$ cat config.mk
export PLATFORM = sky130hd
export DESIGN_NAME = id_ex_stage_flat
export DESIGN_NICKNAME = d
export VERILOG_FILES = /design/src/rtl/id_ex_stage_if.sv /design/src/rtl/id_ex_stage.sv /design/src/flat_wrapper.sv
export SDC_FILE = /design/constraint.sdc
export NUM_CORES = 1
export LEC_CHECK = 0
export ABC_CLOCK_PERIOD_IN_PS = 4100
export BUFFER_PORTS_ARGS = -buffer_cell sky130_fd_sc_hd__buf_4
export CAP_MARGIN = 20
export CELL_PAD_IN_SITES_DETAIL_PLACEMENT = 1
export CELL_PAD_IN_SITES_GLOBAL_PLACEMENT = 1
export CORE_ASPECT_RATIO = 1.4
export CORE_MARGIN = 3
export CORE_UTILIZATION = 34
export DETAILED_ROUTE_END_ITERATION = 10
export PLACE_DENSITY = 0.91
export SYNTH_ARGS = -nofsm -noshare
export SYNTH_HDL_FRONTEND = slang
export SYNTH_SLANG_ARGS = --single-unit
$ cat constraint.sdc
create_clock -name clk_i -period 4.1 [get_ports clk_i]
set_clock_uncertainty 0.2 [all_clocks]
set_input_delay 0.205 -clock clk_i [delete_from_list [all_inputs] [get_ports clk_i]]
set_output_delay 0.205 -clock clk_i [all_outputs]
set_load 0.05 [all_outputs]
$ cat src/rtl/id_ex_stage_if.sv
// ID/EX stage bundle: decoded instruction, forwarding taps, ALU/EX-MEM outputs.
// master drives the *_i side (decode/hazard), slave is the stage itself.
interface id_ex_stage_if #(
  parameter int DATA_W = 32
);
  logic              stall_i;
  logic              flush_i;
  logic              valid_i;
  logic [3:0]        alu_ctrl_i;
  logic [DATA_W-1:0] rs1_data_i;
  logic [DATA_W-1:0] rs2_data_i;
  logic [DATA_W-1:0] imm_i;
  logic [4:0]        rs1_addr_i;
  logic [4:0]        rs2_addr_i;
  logic [4:0]        rd_addr_i;
  logic              alu_src_i;
  logic              reg_write_i;
  logic              mem_to_reg_i;
  logic              mem_read_i;
  logic              mem_write_i;
  logic [4:0]        exmem_rd_i;
  logic [4:0]        memwb_rd_i;
  logic              exmem_reg_write_i;
  logic              memwb_reg_write_i;
  logic [DATA_W-1:0] exmem_data_i;
  logic [DATA_W-1:0] memwb_data_i;
  logic [DATA_W-1:0] alu_data1_o;
  logic [DATA_W-1:0] alu_data2_o;
  logic [3:0]        alu_ctrl_o;
  logic [DATA_W-1:0] store_data_o;
  logic [4:0]        rd_addr_o;
  logic              reg_write_o;
  logic              mem_to_reg_o;
  logic              mem_read_o;
  logic              mem_write_o;
  logic              valid_o;
  logic              busy_o;

  modport master (
    output stall_i, flush_i, valid_i, alu_ctrl_i,
    output rs1_data_i, rs2_data_i, imm_i,
    output rs1_addr_i, rs2_addr_i, rd_addr_i,
    output alu_src_i, reg_write_i, mem_to_reg_i,
    output mem_read_i, mem_write_i,
    output exmem_rd_i, memwb_rd_i,
    output exmem_reg_write_i, memwb_reg_write_i,
    output exmem_data_i, memwb_data_i,
    input  alu_data1_o, alu_data2_o, alu_ctrl_o,
    input  store_data_o, rd_addr_o, reg_write_o,
    input  mem_to_reg_o, mem_read_o, mem_write_o,
    input  valid_o, busy_o
  );

  modport slave (
    input  stall_i, flush_i, valid_i, alu_ctrl_i,
    input  rs1_data_i, rs2_data_i, imm_i,
    input  rs1_addr_i, rs2_addr_i, rd_addr_i,
    input  alu_src_i, reg_write_i, mem_to_reg_i,
    input  mem_read_i, mem_write_i,
    input  exmem_rd_i, memwb_rd_i,
    input  exmem_reg_write_i, memwb_reg_write_i,
    input  exmem_data_i, memwb_data_i,
    output alu_data1_o, alu_data2_o, alu_ctrl_o,
    output store_data_o, rd_addr_o, reg_write_o,
    output mem_to_reg_o, mem_read_o, mem_write_o,
    output valid_o, busy_o
  );
endinterface

$ cat src/rtl/id_ex_stage.sv
// ID/EX register with operand forwarding and multicycle MUL hold.
// ID_EX_FORWARD_EN builds the forwarding muxes and hold-time refresh.
module id_ex_stage #(
  parameter int DATA_W  = 32,
  parameter int MUL_LAT = 3
) (
  input logic         clk_i,
  input logic         rst_i,
  id_ex_stage_if.slave bus
);
  localparam int CW = (MUL_LAT > 1) ? $clog2(MUL_LAT) : 1;
  localparam logic [3:0] OP_MUL = 4'b0101;

  logic              valid_q;
  logic [3:0]        ctrl_q;
  logic [DATA_W-1:0] rs1_q;
  logic [DATA_W-1:0] rs2_q;
  logic [DATA_W-1:0] imm_q;
  logic [4:0]        rs1a_q;
  logic [4:0]        rs2a_q;
  logic [4:0]        rd_q;
  logic              alu_src_q;
  logic              reg_write_q;
  logic              mem_to_reg_q;
  logic              mem_read_q;
  logic              mem_write_q;
  logic [CW-1:0]     cnt_q;

  logic              busy;
  logic              cap;
  logic              is_mul;
  logic [DATA_W-1:0] fwd1;
  logic [DATA_W-1:0] fwd2;

  assign busy   = (cnt_q != '0);
  assign cap    = bus.valid_i;
  assign is_mul = bus.valid_i && (bus.alu_ctrl_i == OP_MUL);

`ifdef ID_EX_FORWARD_EN
  logic ex_hit1, ex_hit2, wb_hit1, wb_hit2;

  always_comb begin
    ex_hit1 = bus.exmem_reg_write_i && (bus.exmem_rd_i != 5'd0)
              && (bus.exmem_rd_i == rs1a_q);
    ex_hit2 = bus.exmem_reg_write_i && (bus.exmem_rd_i != 5'd0)
              && (bus.exmem_rd_i == rs2a_q);
    wb_hit1 = bus.memwb_reg_write_i && (bus.memwb_rd_i != 5'd0)
              && (bus.memwb_rd_i == rs1a_q);
    wb_hit2 = bus.memwb_reg_write_i && (bus.memwb_rd_i != 5'd0)
              && (bus.memwb_rd_i == rs2a_q);
    fwd1 = rs1_q;
    fwd2 = rs2_q;
    unique case (1'b1)
      ex_hit1: fwd1 = bus.exmem_data_i;
      wb_hit1: fwd1 = bus.memwb_data_i;
      default: fwd1 = rs1_q;
    endcase
    unique case (1'b1)
      ex_hit2: fwd2 = bus.exmem_data_i;
      wb_hit2: fwd2 = bus.memwb_data_i;
      default: fwd2 = rs2_q;
    endcase
  end
`else
  logic unused_fwd;

  assign unused_fwd = ^{bus.exmem_rd_i, bus.memwb_rd_i,
                        bus.exmem_reg_write_i, bus.memwb_reg_write_i,
                        bus.exmem_data_i, bus.memwb_data_i};
  assign fwd1 = rs1_q;
  assign fwd2 = rs2_q;
`endif

  always_ff @(posedge clk_i or negedge rst_i) begin
    if (!rst_i) begin
      valid_q      <= 1'b0;
      ctrl_q       <= 4'd0;
      rs1_q        <= '0;
      rs2_q        <= '0;
      imm_q        <= '0;
      rs1a_q       <= 5'd0;
      rs2a_q       <= 5'd0;
      rd_q         <= 5'd0;
      alu_src_q    <= 1'b0;
      reg_write_q  <= 1'b0;
      mem_to_reg_q <= 1'b0;
      mem_read_q   <= 1'b0;
      mem_write_q  <= 1'b0;
      cnt_q        <= '0;
    end else if (bus.flush_i) begin
      valid_q      <= 1'b0;
      ctrl_q       <= 4'd0;
      rs1_q        <= bus.rs1_data_i;
      rs2_q        <= bus.rs2_data_i;
      imm_q        <= bus.imm_i;
      rs1a_q       <= bus.rs1_addr_i;
      rs2a_q       <= bus.rs2_addr_i;
      rd_q         <= 5'd0;
      alu_src_q    <= 1'b0;
      reg_write_q  <= 1'b0;
      mem_to_reg_q <= 1'b0;
      mem_read_q   <= 1'b0;
      mem_write_q  <= 1'b0;
      cnt_q        <= '0;
    end else if (busy || bus.stall_i) begin
      if (busy)
        cnt_q <= cnt_q - 1'b1;
`ifdef ID_EX_FORWARD_EN
      // latch forwarded values so they outlive the producer
      rs1_q <= fwd1;
      rs2_q <= fwd2;
`endif
    end else begin
      valid_q      <= cap;
      ctrl_q       <= cap ? bus.alu_ctrl_i : 4'd0;
      rs1_q        <= bus.rs1_data_i;
      rs2_q        <= bus.rs2_data_i;
      imm_q        <= bus.imm_i;
      rs1a_q       <= bus.rs1_addr_i;
      rs2a_q       <= bus.rs2_addr_i;
      rd_q         <= cap ? bus.rd_addr_i : 5'd0;
      alu_src_q    <= cap & bus.alu_src_i;
      reg_write_q  <= cap & bus.reg_write_i;
      mem_to_reg_q <= cap & bus.mem_to_reg_i;
      mem_read_q   <= cap & bus.mem_read_i;
      mem_write_q  <= cap & bus.mem_write_i;
      cnt_q        <= is_mul ? CW'(MUL_LAT - 1) : '0;
    end
  end

  assign bus.alu_data1_o  = fwd1;
  assign bus.alu_data2_o  = alu_src_q ? imm_q : fwd2;
  assign bus.store_data_o = fwd2;
  assign bus.alu_ctrl_o   = ctrl_q;
  assign bus.rd_addr_o    = rd_q;
  assign bus.reg_write_o  = reg_write_q;
  assign bus.mem_to_reg_o = mem_to_reg_q;
  assign bus.mem_read_o   = mem_read_q;
  assign bus.mem_write_o  = mem_write_q;
  assign bus.busy_o       = busy;
  assign bus.valid_o      = valid_q & ~busy;
endmodule

$ cat src/flat_wrapper.sv
// flat-port wrapper written by rule: the top's interface ports become plain ports
module id_ex_stage_flat 
#(
  parameter int DATA_W  = 32,
  parameter int MUL_LAT = 3
)
  (clk_i, rst_i, bus_stall_i, bus_flush_i, bus_valid_i, bus_alu_ctrl_i, bus_rs1_data_i, bus_rs2_data_i, bus_imm_i, bus_rs1_addr_i, bus_rs2_addr_i, bus_rd_addr_i, bus_alu_src_i, bus_reg_write_i, bus_mem_to_reg_i, bus_mem_read_i, bus_mem_write_i, bus_exmem_rd_i, bus_memwb_rd_i, bus_exmem_reg_write_i, bus_memwb_reg_write_i, bus_exmem_data_i, bus_memwb_data_i, bus_alu_data1_o, bus_alu_data2_o, bus_alu_ctrl_o, bus_store_data_o, bus_rd_addr_o, bus_reg_write_o, bus_mem_to_reg_o, bus_mem_read_o, bus_mem_write_o, bus_valid_o, bus_busy_o);
  id_ex_stage_if #(.DATA_W(DATA_W)) bus_i ();
  input logic clk_i;
  input logic rst_i;
  input wire logic [$bits(bus_i.stall_i)-1:0] bus_stall_i;
  input wire logic [$bits(bus_i.flush_i)-1:0] bus_flush_i;
  input wire logic [$bits(bus_i.valid_i)-1:0] bus_valid_i;
  input wire logic [$bits(bus_i.alu_ctrl_i)-1:0] bus_alu_ctrl_i;
  input wire logic [$bits(bus_i.rs1_data_i)-1:0] bus_rs1_data_i;
  input wire logic [$bits(bus_i.rs2_data_i)-1:0] bus_rs2_data_i;
  input wire logic [$bits(bus_i.imm_i)-1:0] bus_imm_i;
  input wire logic [$bits(bus_i.rs1_addr_i)-1:0] bus_rs1_addr_i;
  input wire logic [$bits(bus_i.rs2_addr_i)-1:0] bus_rs2_addr_i;
  input wire logic [$bits(bus_i.rd_addr_i)-1:0] bus_rd_addr_i;
  input wire logic [$bits(bus_i.alu_src_i)-1:0] bus_alu_src_i;
  input wire logic [$bits(bus_i.reg_write_i)-1:0] bus_reg_write_i;
  input wire logic [$bits(bus_i.mem_to_reg_i)-1:0] bus_mem_to_reg_i;
  input wire logic [$bits(bus_i.mem_read_i)-1:0] bus_mem_read_i;
  input wire logic [$bits(bus_i.mem_write_i)-1:0] bus_mem_write_i;
  input wire logic [$bits(bus_i.exmem_rd_i)-1:0] bus_exmem_rd_i;
  input wire logic [$bits(bus_i.memwb_rd_i)-1:0] bus_memwb_rd_i;
  input wire logic [$bits(bus_i.exmem_reg_write_i)-1:0] bus_exmem_reg_write_i;
  input wire logic [$bits(bus_i.memwb_reg_write_i)-1:0] bus_memwb_reg_write_i;
  input wire logic [$bits(bus_i.exmem_data_i)-1:0] bus_exmem_data_i;
  input wire logic [$bits(bus_i.memwb_data_i)-1:0] bus_memwb_data_i;
  output wire logic [$bits(bus_i.alu_data1_o)-1:0] bus_alu_data1_o;
  output wire logic [$bits(bus_i.alu_data2_o)-1:0] bus_alu_data2_o;
  output wire logic [$bits(bus_i.alu_ctrl_o)-1:0] bus_alu_ctrl_o;
  output wire logic [$bits(bus_i.store_data_o)-1:0] bus_store_data_o;
  output wire logic [$bits(bus_i.rd_addr_o)-1:0] bus_rd_addr_o;
  output wire logic [$bits(bus_i.reg_write_o)-1:0] bus_reg_write_o;
  output wire logic [$bits(bus_i.mem_to_reg_o)-1:0] bus_mem_to_reg_o;
  output wire logic [$bits(bus_i.mem_read_o)-1:0] bus_mem_read_o;
  output wire logic [$bits(bus_i.mem_write_o)-1:0] bus_mem_write_o;
  output wire logic [$bits(bus_i.valid_o)-1:0] bus_valid_o;
  output wire logic [$bits(bus_i.busy_o)-1:0] bus_busy_o;
  assign bus_i.stall_i = bus_stall_i;
  assign bus_i.flush_i = bus_flush_i;
  assign bus_i.valid_i = bus_valid_i;
  assign bus_i.alu_ctrl_i = bus_alu_ctrl_i;
  assign bus_i.rs1_data_i = bus_rs1_data_i;
  assign bus_i.rs2_data_i = bus_rs2_data_i;
  assign bus_i.imm_i = bus_imm_i;
  assign bus_i.rs1_addr_i = bus_rs1_addr_i;
  assign bus_i.rs2_addr_i = bus_rs2_addr_i;
  assign bus_i.rd_addr_i = bus_rd_addr_i;
  assign bus_i.alu_src_i = bus_alu_src_i;
  assign bus_i.reg_write_i = bus_reg_write_i;
  assign bus_i.mem_to_reg_i = bus_mem_to_reg_i;
  assign bus_i.mem_read_i = bus_mem_read_i;
  assign bus_i.mem_write_i = bus_mem_write_i;
  assign bus_i.exmem_rd_i = bus_exmem_rd_i;
  assign bus_i.memwb_rd_i = bus_memwb_rd_i;
  assign bus_i.exmem_reg_write_i = bus_exmem_reg_write_i;
  assign bus_i.memwb_reg_write_i = bus_memwb_reg_write_i;
  assign bus_i.exmem_data_i = bus_exmem_data_i;
  assign bus_i.memwb_data_i = bus_memwb_data_i;
  assign bus_alu_data1_o = bus_i.alu_data1_o;
  assign bus_alu_data2_o = bus_i.alu_data2_o;
  assign bus_alu_ctrl_o = bus_i.alu_ctrl_o;
  assign bus_store_data_o = bus_i.store_data_o;
  assign bus_rd_addr_o = bus_i.rd_addr_o;
  assign bus_reg_write_o = bus_i.reg_write_o;
  assign bus_mem_to_reg_o = bus_i.mem_to_reg_o;
  assign bus_mem_read_o = bus_i.mem_read_o;
  assign bus_mem_write_o = bus_i.mem_write_o;
  assign bus_valid_o = bus_i.valid_o;
  assign bus_busy_o = bus_i.busy_o;
  id_ex_stage #(.DATA_W(DATA_W), .MUL_LAT(MUL_LAT)) u_core (.clk_i(clk_i), .rst_i(rst_i), .bus(bus_i));
endmodule
Word-level counts from Yosys, hierarchy flattened --
Index checks and enable logic that the tools add are counted.
Cells by class: reductions and logical operators 3, muxes and demuxes 29, bitwise gates (word level) 7, equal/unequal tests 3, add/subtract/negate cells 1
Operator list (count):
- two-way mux 32 bit | 7
- two-way mux 5 bit | 3
- two-way mux 1 bit | 12
- two-way mux 4 bit | 3
- two-way mux 2 bit | 4
- AND 1 bit | 6
- equality test 4 x 3 -> 1 bit (second input constant) | 1
- != test 3 x 2 -> 1 bit (second input constant) | 1
- != test 2 bit (second input constant) | 1
- nonzero test 2 bit | 1
- subtractor 2 x 1 -> 2 bit (second input constant) | 1
- logical AND 1 bit | 1
- logical OR 1 bit | 1
- NOT 1 bit | 1
Word-level totals: input port bits 201, register bits after elaboration 113, word-level logic and storage cells 55, output and inout port bits 111

Logic depth before layout (Yosys ltp) --
Gate-level depths: netlist of the first run.
word-level depth 5, depth in mapped cells 6, gate-level depth less buffers 5

Worst setup path after synthesis of the first run --
Ideal clock, no wire load.
path type register -> register, start register u_core.cnt_q[0], end register u_core.rs2_q[28] (netlist: u_core.bus.store_data_o[28]), data required time 3775 ps, path buffers 2, library setup time 125 ps, slack 2293 ps, stages on the path, launching flop included 7, arrival time 1482 ps, period minus slack after synthesis 1807 ps, cell sequence dfrtp_1 inv_1 ha_1 a21oi_2 buf_6 buf_4 mux2_4
Between the ends: cells in the longest elaborated chain, start to end 3
RTL lines:
- from (decl) | line id_ex_stage.sv:27 | logic [CW-1:0] cnt_q;
- from (signal assigned) | line id_ex_stage.sv:107 | cnt_q <= cnt_q - 1'b1;
- from (signal assigned) | line id_ex_stage.sv:127 | cnt_q <= is_mul ? CW'(MUL_LAT - 1) : '0;
- nonzero test 2 bit | line id_ex_stage.sv:35 | assign busy = (cnt_q != '0);
- logical OR 1 bit | line id_ex_stage.sv:105 | end else if (busy || bus.stall_i) begin
- != test 2 bit (no line)
- to (signal assigned) | line id_ex_stage.sv:94 | rs2_q <= bus.rs2_data_i;
- to (signal assigned) | line id_ex_stage.sv:117 | rs2_q <= bus.rs2_data_i;
- to (decl) | line id_ex_stage.sv:17 | logic [DATA_W-1:0] rs2_q;
Every way passes these cells. A chain may end at the register's enable or synchronous reset.

Final worst setup path of the first run --
start register u_core.cnt_q[0], end register u_core.cnt_q[1]
Between the ends: cells in the longest elaborated chain, start to end 4, elaborated cells on any way between the ends 7, classes of those cells 1 x add/sub; 1 x eq/ne; 3 x mux; 2 x reduce/logical
RTL lines:
- subtractor 2 x 1 -> 2 bit or nonzero test 2 bit (tied branches) | line id_ex_stage.sv:107, id_ex_stage.sv:35
- two-way mux 2 bit or logical OR 1 bit (tied branches) | line id_ex_stage.sv:106, id_ex_stage.sv:105
- two-way mux 2 bit | line id_ex_stage.sv:105
- two-way mux 2 bit | line id_ex_stage.sv:90 | end else if (bus.flush_i) begin
Parallel ways exist; a longest one is shown, timed or not. The select of a mux whose other input is x is not followed.

==> reports/summary.md, run 1 <==
• sinks on the clock net: 113
• critical path class: flop to flop
• wire length reported by the detailed router: 17.7 mm
• crit-path max FO: 16
• sequential share of the synthesized area: 0.609
• number of stages on the worst setup path: 6
• maximum buffer depth of the clock tree: 2
• most frequent cells after synthesis: 113 x sky130_fd_sc_hd__dfrtp_1, 64 x sky130_fd_sc_hd__mux2_2, 60 x sky130_fd_sc_hd__mux2_1, 14 x sky130_fd_sc_hd__a22o_1
• Area growth syn-to-layout: 75.4%
• Die Y-Extent: 144 um
• pin count of the biggest net entering global routing: 63
• Critical Path End Type: flop
• status: finished, final reports clean
• combined buffer and inverter count along the critical path: 2
• number of instances in the synthesized netlist: 289
• number of CTS-inserted buffers: 17
• met2 GRT Util: 0.442
• routed len/inst: 21.5 um
• number of unique standard cell types used by synthesis: 21
• synthesis warning total: 0
• first-pass GRT wire length: 27.2 mm
• placer congestion estimate: 0.731
• clock insertion delay at the later pin of the skew report: 0.39 ns
• WP data arrival: 2.60 ns
• clock tree from TritonCTS: done
• number of synthesized flops with an enable pin: 0
• share of the clock period used by the worst path: 0.602
• standard-cell rows: 49
• Achievable Freq: 0.405 GHz
• critical path's slowest cell: sky130_fd_sc_hd__dlygate4sd3_1
• cell type group with the largest total delay on the critical path: simple AND/OR/NAND/NOR gates
• detailed-route vias per instance: 4.71
• post-synthesis cell type with the largest combined area: sky130_fd_sc_hd__dfrtp_1
• global routing usage summed across all routing layers: 0.235
• die width: 105 um
• core footprint: 13100 um2
• number of standard cells in the layout, taps in and fillers out: 824
• worst slew margin relative to its limit: 0.447
• worst reg2reg path depth: 6
• transition at the pin with the smallest max-transition slack: 0.829 ns
• leakage power summed over all cells: 3.80 nW
• number of max-cap violations: 0
• master cell of the clock root buffer: sky130_fd_sc_hd__clkbuf_16
• vias in the first global route: 4676
• number of buffers added for setup after CTS: 0
• grt total ovfl: 0
• first-pass detailed-route iteration total: 4
• setup violators final: 0
• FILL cells: 1285
• share of the synthesized area in the top cell type: 0.609
• power density normalized to cell area: 560 nW/um2
• Required @ worst endpoint: 4.23 ns
• die area: 15100 um2
• startpoint of the worst register-to-register path: u_core.cnt_q[0]$_DFFE_PN0P_
• fraction of met1 tracks used by global routing: 0.245
• number of DRC markers in iteration 0: 79
• most used routing layer: met2
• crit path time final: 2.47 ns
• Top-Level Pins: 312
• initial standard-cell utilization of the core: 0.354
• Max IR drop VDD: 0.263 mV
• post-route setup TNS: 0 ns
• Worst Hold Class: primary input to async pin
• total number of vias: 3881
• number of hold violations in the final report: 0
• half-perimeter wire length of the detailed placement result: 10.0 mm
• number of pins with negative max-slew slack in the final report: 0
• synthesized flop and latch total: 113
• met3 GRT Util: 0.0715
• startpoint type of the worst setup path: flop
• count of antenna-violating nets left after detailed routing: 0
• number of antenna violations at the first check in global routing: 4
• top_reg_cell synth: sky130_fd_sc_hd__dfrtp_1
• cell area after synthesis: 4650 um2
• DRC violations left: 0
• total number of nets in the final design: 833
• Port-buffer cells: 225
• first element of the critical path: u_core.cnt_q[0]$_DFFE_PN0P_
• FFs w/ async S/R, synth: 1.00
• biggest area contributors in the synthesized netlist: sky130_fd_sc_hd__dfrtp_1 61%, sky130_fd_sc_hd__mux2_2 16%, sky130_fd_sc_hd__mux2_1 15%
• library cell with the highest instance count after synthesis: sky130_fd_sc_hd__dfrtp_1
• nets in the synthesized netlist: 491
• fraction of layout instances using a drive strength above 1: 0.511
• RSZ-0062 raised after global routing: no
• register clock-pin slew on the reported worst setup and hold paths: 0.06 ns
• maximum single-stage delay on the critical path: 0.58 ns
• cell count after placement: 677
• crit-path cells: inv_1 > ha_1 > and4bb_2 > nand4_1 > o21ai_0 > dlygate4sd3_1
• synthesized area per cell: 16.1 um2
• H-tree depth: 4
==> timing repair <==
action / 4_1_cts / 5_1_grt
endpoints found under the setup margin: 0 / 0
endpoints found under the hold margin: 172 / 0
gates resized for setup: 0 / 0
hold buffers: 113 / 0
==> flip-flops by register name, indices dropped and copies added (netlist names) <==
register and count:
u_core.bus.mem_to_reg_o 1, u_core.alu_src_q 1, u_core.bus.alu_data1_o 32, u_core.bus.reg_write_o 1
u_core.bus.rd_addr_o 5, u_core.bus.store_data_o 32, u_core.cnt_q 2, u_core.valid_q 1
u_core.bus.mem_write_o 1, u_core.imm_q 32, u_core.bus.mem_read_o 1, u_core.bus.alu_ctrl_o 4
==> metal layers <==
layer / routed length, um / vias to the layer above
li1: - / 1729
met1: 6420 / 1932
met2: 9690 / 185
met3: 1140 / 35
met4: 472 / 0
met5: 0 / -
==> kinds of logic (layout without fill, tap and decap cells) <==
logic type,count (synthesis),after routing,share of synthesized area
compound gates,18,18,0.0323
xor+xnor,1,1,0.00189
fa+ha+maj,1,1,0.00269
buf+inv,22,375,0.0328
flops,113,113,0.609
mux,128,128,0.313
other cells,0,4,0
simple gates,6,6,0.00835
==> worst register-to-register path, stage by stage, from the launching register on <==
cell                            delay (ns)
sky130_fd_sc_hd__dfrtp_1              0.39
sky130_fd_sc_hd__inv_1                0.07
sky130_fd_sc_hd__ha_1                 0.35
sky130_fd_sc_hd__and4bb_2             0.55
sky130_fd_sc_hd__nand4_1              0.16
sky130_fd_sc_hd__o21ai_0              0.11
sky130_fd_sc_hd__dlygate4sd3_1        0.58
==> worst paths after layout <==
kind / end / slack, ns
max in group asynchronous: u_core.bus.alu_data1_o[7]$_DFFE_PN0P_ / 2.22
hold / removal: u_core.imm_q[6]$_DFFE_PN0P_ / 0.25
min in group clk_i: u_core.bus.alu_data1_o[14]$_DFFE_PN0P_ / 0.30
setup / recovery: u_core.cnt_q[1]$_DFFE_PN0P_ / 1.63
hold reg to reg: u_core.bus.alu_data1_o[14]$_DFFE_PN0P_ / 0.30
setup reg to reg: u_core.cnt_q[1]$_DFFE_PN0P_ / 1.63
==> through the flow <==
step                cell area [um2]  worst slack [ns]  utilization  power [W]  hold slack (ns)
floorplan                      4650              2.29            -    0.00250           -0.291
global placement               6450              1.88        0.492    0.00298            0.121
detailed placement             6450              1.82        0.492    0.00304            0.140
CTS                            8140              1.72        0.621    0.00456            0.257
global route                   8150              1.52        0.621    0.00475            0.308
finish                         8150              1.63        0.621    0.00456            0.255
==> where the power goes <==
part / internal, W / switching (W) / total [W]
logic: 0.000623 / 0.00108 / 0.00170
registers: 0.00130 / 0.000148 / 0.00145
clock network: 0.000898 / 0.000514 / 0.00141
==> cell usage in the layout, fill, tap and decap left out <==
master / count
sky130_fd_sc_hd__dlygate4sd3_1: 113
sky130_fd_sc_hd__clkinv_2: 5
sky130_fd_sc_hd__ha_1: 1
sky130_fd_sc_hd__mux2_1: 60
sky130_fd_sc_hd__clkbuf_1: 1
sky130_fd_sc_hd__bufinv_16: 2
sky130_fd_sc_hd__xnor2_1: 1
sky130_fd_sc_hd__and2_1: 2
sky130_fd_sc_hd__clkbuf_8: 1
sky130_fd_sc_hd__a31oi_1: 1
sky130_fd_sc_hd__clkbuf_16: 17
sky130_fd_sc_hd__inv_1: 4
sky130_fd_sc_hd__nor2_1: 2
sky130_fd_sc_hd__clkinv_4: 1
sky130_fd_sc_hd__o21ai_0: 1
sky130_fd_sc_hd__a22o_1: 14
sky130_fd_sc_hd__dfrtp_1: 112
sky130_fd_sc_hd__clkinvlp_4: 3
sky130_fd_sc_hd__and4bb_2: 1
sky130_fd_sc_hd__a21o_1: 1
sky130_fd_sc_hd__dfrtp_2: 1
sky130_fd_sc_hd__buf_4: 228
sky130_fd_sc_hd__mux2_2: 64
sky130_fd_sc_hd__mux2_4: 4
sky130_fd_sc_hd__a21oi_4: 1
sky130_fd_sc_hd__diode_2: 4
sky130_fd_sc_hd__nand4_1: 1
==> cell type report <==
class                   count  area (um2)  area share
repair buffers            341        2840       0.349
flip-flops and latches    113        2830       0.347
multi-input cells         154        1670       0.205
clock buffers              19         443      0.0543
well taps                 178         223      0.0273
clock inverters            11         116      0.0143
inverters                   4        15.0     0.00184
diodes                      4        10.0     0.00123
No activity file was read; power rests on OpenSTA's default activity.
==> inputs of run 2 (changes only) <==
ABC_CLOCK_PERIOD_IN_PS = 2600   (was 4100)
CORE_UTILIZATION = 32   (was 34)
PLACE_DENSITY = 0.86   (was 0.91)
clock period = 2.6 ns   (was 4.1 ns; I/O delays follow)
==> run 2 against run 1 <==
Against the previous run:
- total power rose by 68%
- worst hold slack got worse by 0.19 ns
- clock-buffer cell count rose by 1
- maximum frequency rose by 2.6%
- critical endpoint unchanged
==> reports/summary.md, run 2 (synthesis gave the netlist of run 1 again) <==
• status: finished, final reports clean
• critical path's slowest cell: sky130_fd_sc_hd__dlygate4sd3_1
• die area: 16000 um2
• flop-to-flop setup slack: 0.19 ns
• register clock-pin slew on the reported worst setup and hold paths: 0.06 ns
• maximum buffer depth of the clock tree: 2
• FILL cells: 1375
• number of hold violations in the final report: 0
• WP data arrival: 2.54 ns
• power density normalized to cell area: 919 nW/um2
• DRC violations left: 0
• first-pass detailed-route iteration total: 4
• startpoint type of the worst setup path: flop
• vias in the first global route: 4613
• Critical Path End Type: flop
• wire length reported by the detailed router: 17.2 mm
• maximum single-stage delay on the critical path: 0.56 ns
• first-pass GRT wire length: 26.3 mm
• pin count of the biggest net entering global routing: 61
• total number of nets in the final design: 836
• number of pins with negative max-slew slack in the final report: 0
• sinks on the clock net: 113
• total number of vias: 3877
• Area growth syn-to-layout: 79.3%
• transition at the pin with the smallest max-transition slack: 0.553 ns
• grt total ovfl: 0
• worst hold slack after final layout: 0.0687 ns
• Max IR drop VDD: 0.482 mV
• half-perimeter wire length of the detailed placement result: 9.84 mm
• Worst Hold Class: primary input to async pin
• number of antenna violations at the first check in global routing: 2
• leakage power summed over all cells: 3.88 nW
• core footprint: 14000 um2
• most common cell after layout, fill and taps aside: sky130_fd_sc_hd__buf_4
• clock tree from TritonCTS: done
• number of standard cells in the layout, taps in and fillers out: 834
• Port-buffer cells: 225
• Required @ worst endpoint: 2.74 ns
• crit-path max FO: 16
• FF/Latch Area: 2830 um2
• H-tree depth: 4
• number of max-cap violations: 0
• placer congestion estimate: 0.741
• Achievable Freq: 0.416 GHz
• RSZ-0062 raised after global routing: no
• share of the clock period used by the worst path: 0.925
• crit path time final: 2.41 ns
• critical path class: flop to flop
• worst reg2reg path depth: 6
• post-route setup TNS: 0 ns
• fraction of layout instances using a drive strength above 1: 0.512
• most frequent cells in the layout: 228 x sky130_fd_sc_hd__buf_4, 113 x sky130_fd_sc_hd__dlygate4sd3_1, 113 x sky130_fd_sc_hd__dfrtp_1
• post-CTS sizing: 0
• count of antenna-violating nets left after detailed routing: 0
• initial standard-cell utilization of the core: 0.331
• multi-input logic area: 1670 um2
• master cell of the clock root buffer: sky130_fd_sc_hd__clkbuf_16
• die width: 108 um
• standard-cell rows: 51
• worst slew margin relative to its limit: 0.632
• detailed-route vias per instance: 4.65
• cell count after placement: 687
• crit-path cells: inv_1 > ha_1 > and4bb_2 > nand4_1 > o21ai_0 > dlygate4sd3_1
• global routing usage summed across all routing layers: 0.216
• setup violators final: 0
• number of CTS-inserted buffers: 17
• number of DRC markers in iteration 0: 110
• Die Y-Extent: 149 um
• clock insertion delay at the later pin of the skew report: 0.40 ns
• routed len/inst: 20.6 um
• Top-Level Pins: 312
==> run 2: cell types whose count changed in the layout (fill, tap and decap cells not counted), moves of 2 or more <==
cell	before	now
sky130_fd_sc_hd__diode_2	4	2
sky130_fd_sc_hd__clkinv_4	1	3
sky130_fd_sc_hd__clkinv_2	5	0
sky130_fd_sc_hd__buf_12	0	3
sky130_fd_sc_hd__bufinv_16	2	6
==> run 2: what timing repair did <==
item / CTS / global route
hold buffers: 113 / 0
endpoints found under the hold margin: 194 / 0
setup buffers: 0 / 0
endpoints found under the setup margin: 0 / 0
==> run 2: path summary, 6_finish.rpt <==
| kind | end | start |
|---|---|---|
| min in group clk_i | u_core.cnt_q[0]$_DFFE_PN0P_ | bus_stall_i |
| min reg2reg | u_core.valid_q$_DFFE_PN0P_ | u_core.valid_q$_DFFE_PN0P_ |
| max reg2reg | u_core.cnt_q[1]$_DFFE_PN0P_ | u_core.cnt_q[0]$_DFFE_PN0P_ |
| max | u_core.cnt_q[1]$_DFFE_PN0P_ | u_core.cnt_q[0]$_DFFE_PN0P_ |
| min | u_core.bus.alu_data1_o[15]$_DFFE_PN0P_ | rst_i |
| max in group asynchronous | u_core.bus.store_data_o[0]$_DFFE_PN0P_ | rst_i |
==> run 2: area by class of cell <==
| type | instances | area share |
|---|---|---|
| tap | 185 | 0.0278 |
| sequential | 113 | 0.339 |
| clock buffer | 20 | 0.0536 |
| antenna | 2 | 0.000601 |
| timing repair buffer | 344 | 0.348 |
| multi-input combinational | 154 | 0.201 |
| inverter | 4 | 0.00180 |
| clock inverter | 12 | 0.0276 |
==> run 2: where the power goes <==
part	switching (W)	internal, W	total [W]
clock network	0.000850	0.00183	0.00268
registers	0.000213	0.00205	0.00226
logic	0.00171	0.00100	0.00271
total	0.00278	0.00488	0.00766
==> run 2: per-layer routing <==
layer,track usage,vias to the layer above,part of all wire
met5,0,-,0
met3,0.0625,27,0.064
met2,0.405,169,0.55
li1,-,1734,-
met1,0.228,1947,0.36
met4,0.0752,0,0.025
==> run 2: stage by stage <==
stage / setup WS [ns] / util / area, um2 / power, W
final: 0.194 / 0.594 / 8330 / 0.00766
after global routing: 0.0536 / 0.594 / 8330 / 0.00795
after CTS: 0.251 / 0.593 / 8330 / 0.00765
after detailed placement: 0.571 / 0.464 / 6520 / 0.00481
after global placement: 0.612 / 0.464 / 6520 / 0.00473
after floorplan: 0.793 / - / 4650 / 0.00394
==> run 2: critical path: cells and delay by family (launching register included) <==
family | cells | cell delay [ns]
simple gates | 2 | 0.68
flops | 1 | 0.39
buf+inv | 2 | 0.62
compound gates | 1 | 0.10
fa+ha+maj | 1 | 0.35
